## config.mk

```make
export PLATFORM = sky130hd
export DESIGN_NAME = seq_divider_flat
export DESIGN_NICKNAME = d
export VERILOG_FILES = /design/src/rtl/seq_divider_if.sv /design/src/rtl/seq_divider.sv /design/src/flat_wrapper.sv
export SDC_FILE = /design/constraint.sdc
export NUM_CORES = 1
export LEC_CHECK = 0
export ABC_CLOCK_PERIOD_IN_PS = 1800
export CORE_MARGIN = 5
export CORE_UTILIZATION = 48
export CTS_CLUSTER_DIAMETER = 200
export DETAILED_ROUTE_END_ITERATION = 8
export PLACE_DENSITY = 0.85
export REMOVE_ABC_BUFFERS = 1
export SYNTH_ARGS = -nofsm -noshare
export SYNTH_HDL_FRONTEND = slang
export SYNTH_SLANG_ARGS = --single-unit
```

## constraint.sdc

```tcl
create_clock -name clk -period 1.8 [get_ports clk]
set_clock_uncertainty 0.05 [all_clocks]
set_input_delay 0.36 -clock clk [delete_from_list [all_inputs] [get_ports clk]]
set_output_delay 0.36 -clock clk [all_outputs]
set_load 0.02 [all_outputs]
```

## src/rtl/seq_divider_if.sv

```systemverilog
// ---------------------------------------------------------------------------
// seq_divider_if
// Handshake and operand/result bundle for the sequential divider.
//   start : request (driven by the requester), sampled only while idle
//   a     : DW-bit dividend, captured on the accepting edge
//   b     : VW-bit divisor, captured on the accepting edge
//   q     : DW-bit quotient (registered)
//   r     : VW-bit remainder (registered)
//   busy  : high while the divider is iterating
//   done  : one-cycle pulse, q/r/dbz valid while it is high
//   dbz   : divide-by-zero flag for the last operation
// Handshake: a request is a cycle with start=1 while the divider is idle;
// it is accepted on that rising edge and never queued. Exactly one done
// pulse follows each accepted request; start seen while busy or done is
// dropped. busy and done are never high together.
// Modports: master = requester, slave = divider.
// ---------------------------------------------------------------------------
interface seq_divider_if #(
    parameter int DW = 8,
    parameter int VW = 4
);
    logic          start;
    logic [DW-1:0] a;
    logic [VW-1:0] b;
    logic [DW-1:0] q;
    logic [VW-1:0] r;
    logic          busy;
    logic          done;
    logic          dbz;

    modport master (
        output start, a, b,
        input  q, r, busy, done, dbz
    );

    modport slave (
        input  start, a, b,
        output q, r, busy, done, dbz
    );
endinterface

```

## src/rtl/seq_divider.sv

```systemverilog
// ---------------------------------------------------------------------------
// seq_divider
// Unsigned restoring divider: DW-bit dividend / VW-bit divisor, one quotient
// bit per clock.
// Ports:
//   clk       : rising-edge clock
//   rst_n     : asynchronous active-low reset
//   bus       : seq_divider_if slave (start/a/b in, q/r/busy/done/dbz out)
//   dbg_state : current FSM state (0 IDLE, 1 CALC, 2 DONE)
// Latency: accept at edge E, busy after E..E+DW-1, done after E+DW,
// idle again after E+DW+1. A zero divisor skips straight to DONE with
// q = all ones, r = 0, dbz = 1.
// ---------------------------------------------------------------------------
module seq_divider #(
    parameter int DW = 8,
    parameter int VW = 4
) (
    input  logic         clk,
    input  logic         rst_n,
    seq_divider_if.slave bus,
    output logic [1:0]   dbg_state
);

    localparam int CW = $clog2(DW) + 1;

    typedef enum logic [1:0] {
        IDLE = 2'd0,
        CALC = 2'd1,
        DONE = 2'd2
    } state_t;

    state_t        state;
    logic [VW:0]   rem;       // partial remainder, always < divisor
    logic [DW-1:0] dvd;       // dividend shifts out the top, quotient in the bottom
    logic [VW-1:0] dsr;       // latched divisor
    logic [CW-1:0] cnt;       // iterations completed
    logic [DW-1:0] q_reg;
    logic [VW-1:0] r_reg;
    logic          busy_reg;
    logic          done_reg;
    logic          dbz_reg;

    // One iteration of the restoring step. The shifted value is formed VW+2
    // wide so the top bit of the trial subtraction is a clean sign bit.
    logic [VW+1:0] rem_sh;
    logic [VW+1:0] trial;
    logic [VW:0]   rem_next;
    logic [DW-1:0] dvd_next;
    logic          last_iter;

    always_comb begin
        rem_sh   = {rem, dvd[DW-1]};
        trial    = rem_sh - {2'b00, dsr};
        rem_next = rem_sh[VW:0];
        dvd_next = {dvd[DW-2:0], 1'b0};
        if (!trial[VW+1]) begin
            rem_next    = trial[VW:0];
            dvd_next[0] = 1'b1;
        end
    end

    assign last_iter = (cnt == CW'(DW - 1));

    always_ff @(posedge clk or negedge rst_n) begin
        if (!rst_n) begin
            state    <= IDLE;
            rem      <= '0;
            dvd      <= '0;
            dsr      <= '0;
            cnt      <= '0;
            q_reg    <= '0;
            r_reg    <= '0;
            busy_reg <= 1'b0;
            done_reg <= 1'b0;
            dbz_reg  <= 1'b0;
        end else begin
            case (state)
                IDLE: begin
                    if (bus.start) begin
                        if (bus.b != '0) begin
                            rem      <= '0;
                            dvd      <= bus.a;
                            dsr      <= bus.b;
                            cnt      <= '0;
                            dbz_reg  <= 1'b0;
                            busy_reg <= 1'b1;
                            state    <= CALC;
                        end else begin
                            // Zero divisor: results are published on the
                            // accepting edge, no iterations.
                            q_reg    <= '1;
                            r_reg    <= '0;
                            dbz_reg  <= 1'b1;
                            done_reg <= 1'b1;
                            state    <= DONE;
                        end
                    end
                end
                CALC: begin
                    rem <= rem_next;
                    dvd <= dvd_next;
                    cnt <= cnt + 1'b1;
                    if (last_iter) begin
                        q_reg    <= dvd_next;
                        r_reg    <= rem_next[VW-1:0];
                        busy_reg <= 1'b0;
                        done_reg <= 1'b1;
                        state    <= DONE;
                    end
                end
                DONE: begin
                    done_reg <= 1'b0;
                    state    <= IDLE;
                end
                default: begin
                    busy_reg <= 1'b0;
                    done_reg <= 1'b0;
                    state    <= IDLE;
                end
            endcase
        end
    end

    assign bus.q     = q_reg;
    assign bus.r     = r_reg;
    assign bus.busy  = busy_reg;
    assign bus.done  = done_reg;
    assign bus.dbz   = dbz_reg;
    assign dbg_state = state;

endmodule
```

## src/flat_wrapper.sv

```systemverilog
// flat-port wrapper written by rule: the top's interface ports become plain ports
module seq_divider_flat 
#(
    parameter int DW = 8,
    parameter int VW = 4
)
  (clk, rst_n, dbg_state, bus_start, bus_a, bus_b, bus_q, bus_r, bus_busy, bus_done, bus_dbz);
  seq_divider_if #(.DW(DW), .VW(VW)) bus_i ();
  input  logic clk;
  input  logic rst_n;
  output logic [1:0] dbg_state;
  input wire logic [$bits(bus_i.start)-1:0] bus_start;
  input wire logic [$bits(bus_i.a)-1:0] bus_a;
  input wire logic [$bits(bus_i.b)-1:0] bus_b;
  output wire logic [$bits(bus_i.q)-1:0] bus_q;
  output wire logic [$bits(bus_i.r)-1:0] bus_r;
  output wire logic [$bits(bus_i.busy)-1:0] bus_busy;
  output wire logic [$bits(bus_i.done)-1:0] bus_done;
  output wire logic [$bits(bus_i.dbz)-1:0] bus_dbz;
  assign bus_i.start = bus_start;
  assign bus_i.a = bus_a;
  assign bus_i.b = bus_b;
  assign bus_q = bus_i.q;
  assign bus_r = bus_i.r;
  assign bus_busy = bus_i.busy;
  assign bus_done = bus_i.done;
  assign bus_dbz = bus_i.dbz;
  seq_divider #(.DW(DW), .VW(VW)) u_core (.clk(clk), .rst_n(rst_n), .bus(bus_i), .dbg_state(dbg_state));
endmodule
```

==> summary.txt <==
Placed design
  – Routability congestion estimate from global placement: 0.867
  – DPL Wire Length: approximately 3.7 mm
  – Placed instance area: 2600 sq um
  – I/O Buffers: 31

Job
  – Max-cap violations: 0

Pwr
  – Leakage power total: 1.34 nW
  – Internal power contribution: 3.74 mW
  – Clock power frac: 14.0%
  – Worst supply voltage drop on vdd: 1150 uV
  – Net switching power figure: between 2 and 3 mW
  – Total power density per cell area: 2130 nW/um^2
  – Final Power: around 6.5 mW
  – Sequential Power Share: 24.3%
  – Switching Share: 42.1%
  – Combinational power share: between 60% and 70%

Timing
  – Hold_ws: 54.2 ps
  – Final Cycle Share: 104%
  – Upper clock frequency limit: 0.535 GHz
  – Post-layout minimum cycle time: 1870 ps
  – Accumulated negative setup slack: -301 ps
  – Final setup margin: -70.2 ps
  – Max-slew violation total from the final report: 0
  – Slew at the pin with the worst max-slew slack: 554 ps
  – Final hold violation count: 0
  – Relative slew slack: ~63%
  – Number of setup violations in the final report: 8
  – Setup repair after global routing missed its margin: yes

Worst setup path
  – CP Capture Point: u_core.bus.r[2]
  – Worst reg2reg endpoint: u_core.bus.r[2]
  – Element type at the critical path end: flop
  – Largest fanout of any net on the critical path: 2
  – RR Startpoint: u_core.dvd[7]
  – Classification of the worst setup path: reg2reg
  – Critical path launch point type: flop
  – First element of the critical path: u_core.dvd[7]
  – Worst Reg-to-Reg Cells: 9
  – Arrival time at the worst endpoint: 2030 ps
  – Critical path required time: 1960 ps
  – Worst reg-to-reg setup slack: -70 ps

Yosys
  – Number of flops mapped to enable cells by yosys: 0
  – Library cell occupying the most area in the post-synthesis netlist: sky130_fd_sc_hd__dfrtp_1
  – Ranking of synthesized cells by area: sky130_fd_sc_hd__dfrtp_1 48%, sky130_fd_sc_hd__nand2_1 7.6%, sky130_fd_sc_hd__o2111ai_1 4.0%, sky130_fd_sc_hd__ha_1 3.2%, sky130_fd_sc_hd__o22a_1 3.1%
  – Register bit total from synthesis: 38
  – Fraction of synthesis flops using an asynchronous set or reset pin: 100%
  – Sequential fraction of the synthesis area: 48.0%
  – Syn avg cell area: roughly 9.6 sq um
  – Leading register cell type out of synthesis: sky130_fd_sc_hd__dfrtp_1
  – Cell count after synthesis: 207
  – Post-synth top area share: 48.0%
  – Yosys Warn Count: 0
  – Summed instance area of the synthesized netlist: 1980 sq um
  – Library cells used by synthesis: 44
  – Most numerous cell types in the synthesized netlist: 40 x sky130_fd_sc_hd__nand2_1, 38 x sky130_fd_sc_hd__dfrtp_1, 16 x sky130_fd_sc_hd__nor2_1
  – Count leader, synth: sky130_fd_sc_hd__nand2_1

Worst hold path
  – Type of the worst min-delay path: in2async

Floorplanning
  – Die Y-Extent: ~74 microns
  – Core Box Area: 4000 sq um
  – Placement Rows: 23
  – Starting density of the core: about 50%
  – I/O pin total: 32
  – Area of the die: 5510 sq um
  – Die outline width: 74.3 microns

Global routing
  – Gr ovfl total: 0
  – Antenna violations before repair: 0
  – Via count of the first global-routing pass: 2048
  – Global-route usage over all layers: 22.8%
  – Global-route wire length before repair: 9.51 mm
  – Maximum number of pins on one net before global-route repair: 39

Finish
  – Area growth from synthesis to final layout: 53.0%
  – Fraction of layout instances using a drive strength above 1: between 30% and 40%
  – Final Core Density: about three quarters
  – Storage cell area: between 900 and 1000 sq um
  – Number of nets in the layout: 305
  – Area of the multi-input gates: 1090 sq um
  – Fill cell instance count of the final layout: 243
  – Number of antenna cells inserted: 0
  – Non-Filler Cell Area, Final: 3030 sq um

Clock network
  – TritonCTS buffer count: 5
  – # hold bufs at CTS: 0
  – TritonCTS clock tree: done
  – Clock insertion delay at the later pin of the skew report: 290 ps
  – Number of sinks handled by clock tree synthesis: 38
  – Number of levels the H-tree was split into: 2
  – Library cell used as clock root buffer: sky130_fd_sc_hd__clkbuf_8
  – Clock slew seen by the registers of the worst setup and hold paths: around 80 ps
  – Deepest clock path buffer count: 2

Route
  – DR pass1 iterations: 5
  – Routed via count: 2044
  – Avg WL per Cell: 19.2 microns
  – Residual DRC: 0
  – Total length of routed wires: approximately 6.4 mm
  – Iteration-0 DRC count of the detailed router: around 220
  – Post-detailed-route count of antenna-violating nets: 0
  – Post-DR vias/cell: 6.10

Run status
  – Status: finished with violations
  – Failing checks: negative setup slack
## stage by stage
step / worst slack [ps] / std cells
6_report: -70.2 / 335
5_1_grt: -130 / 335
4_1_cts: -23.3 / 329
3_5_place_dp: -399 / 314
3_3_place_gp: -364 / 314
2_1_floorplan: -117 / 195
## layout make-up
class,instances,area share (%)
inverter,12,1.49
clock inverter,2,1.98
multi-input combinational,145,35.9
clock buffer,6,2.72
timing repair buffer,82,24.4
tap,50,2.06
sequential,38,31.4
## worst min-delay path by stage
stage	slack (ps)	start	to
2_1_floorplan	10	rst_n	u_core.bus.busy
3_3_place_gp	380	rst_n	u_core.bus.q[5]
3_5_place_dp	390	rst_n	u_core.bus.q[5]
4_1_cts	60	rst_n	u_core.rem[3]
5_1_grt	100	rst_n	u_core.rem[4]
6_report	50	rst_n	u_core.rem[4]
## power groups by stage
stage / clock network, mW / logic (mW) / registers [mW]
6_report: 0.907 / 3.98 / 1.57
5_1_grt: 0.946 / 4.21 / 1.61
4_1_cts: 0.917 / 3.54 / 1.53
3_5_place_dp: 0 / 3.05 / 1.54
3_3_place_gp: 0 / 2.97 / 1.52
2_1_floorplan: 0 / 1.53 / 1.66
## cell usage in the layout (no fill, tap or decap), drive strengths merged, types with 2 or more instances in the layout
master         count
a22o               2
clkbuf             6
a21o               3
o211ai             6
clkdlybuf4s50     24
a21oi              5
nand2b             4
o2111ai            9
o21ai              6
bufinv             2
nor2              17
o41ai              2
nand2             40
ha                 5
buf               52
o22a               7
a32oi              2
nand3              4
inv               12
nor4               3
a31oi              8
dlygate4sd2        6
or3                2
dfrtp             38
## timing repair
item | CTS | global route
gates cloned | 1 | 0
gates resized for setup | 29 | 13
buffers inserted | 6 | 6
setup endpoints to repair | 11 | 20
pin swaps | 7 | 12
## cell families (layout without fill, tap and decap cells)
| family | after synthesis | after routing | synth area share, % |
|---|---|---|---|
| buf+inv | 24 | 102 | 5.18 |
| flops | 38 | 38 | 48.0 |
| xor+xnor | 1 | 1 | 0.442 |
| fa+ha+maj | 6 | 6 | 4.17 |
| simple gates | 78 | 78 | 18.1 |
| mux | 1 | 1 | 0.505 |
| compound gates | 59 | 59 | 23.6 |
## metal layers
metal | global-route usage [%] | part of all wire [%] | routed length [microns] | up-vias
met1 | 25.8 | 36 | 2330 | 991
li1 | - | - | - | 908
met4 | 13.8 | 3.1 | 197 | 0
met2 | 39.4 | 53 | 3400 | 123
met3 | 5.00 | 7.7 | 494 | 22
met5 | 0 | 0 | 0 | -
## worst max-delay path, cell delays in order (launching register included)
cell                        delay [ps]
sky130_fd_sc_hd__dfrtp_1           400
sky130_fd_sc_hd__inv_2              80
sky130_fd_sc_hd__ha_4              130
sky130_fd_sc_hd__inv_2              40
sky130_fd_sc_hd__fa_2              370
sky130_fd_sc_hd__buf_6             140
sky130_fd_sc_hd__xnor2_4           140
sky130_fd_sc_hd__nor4_2            180
sky130_fd_sc_hd__o2111ai_2         160
sky130_fd_sc_hd__o221ai_2           90
(Power assumes the default switching activity.)
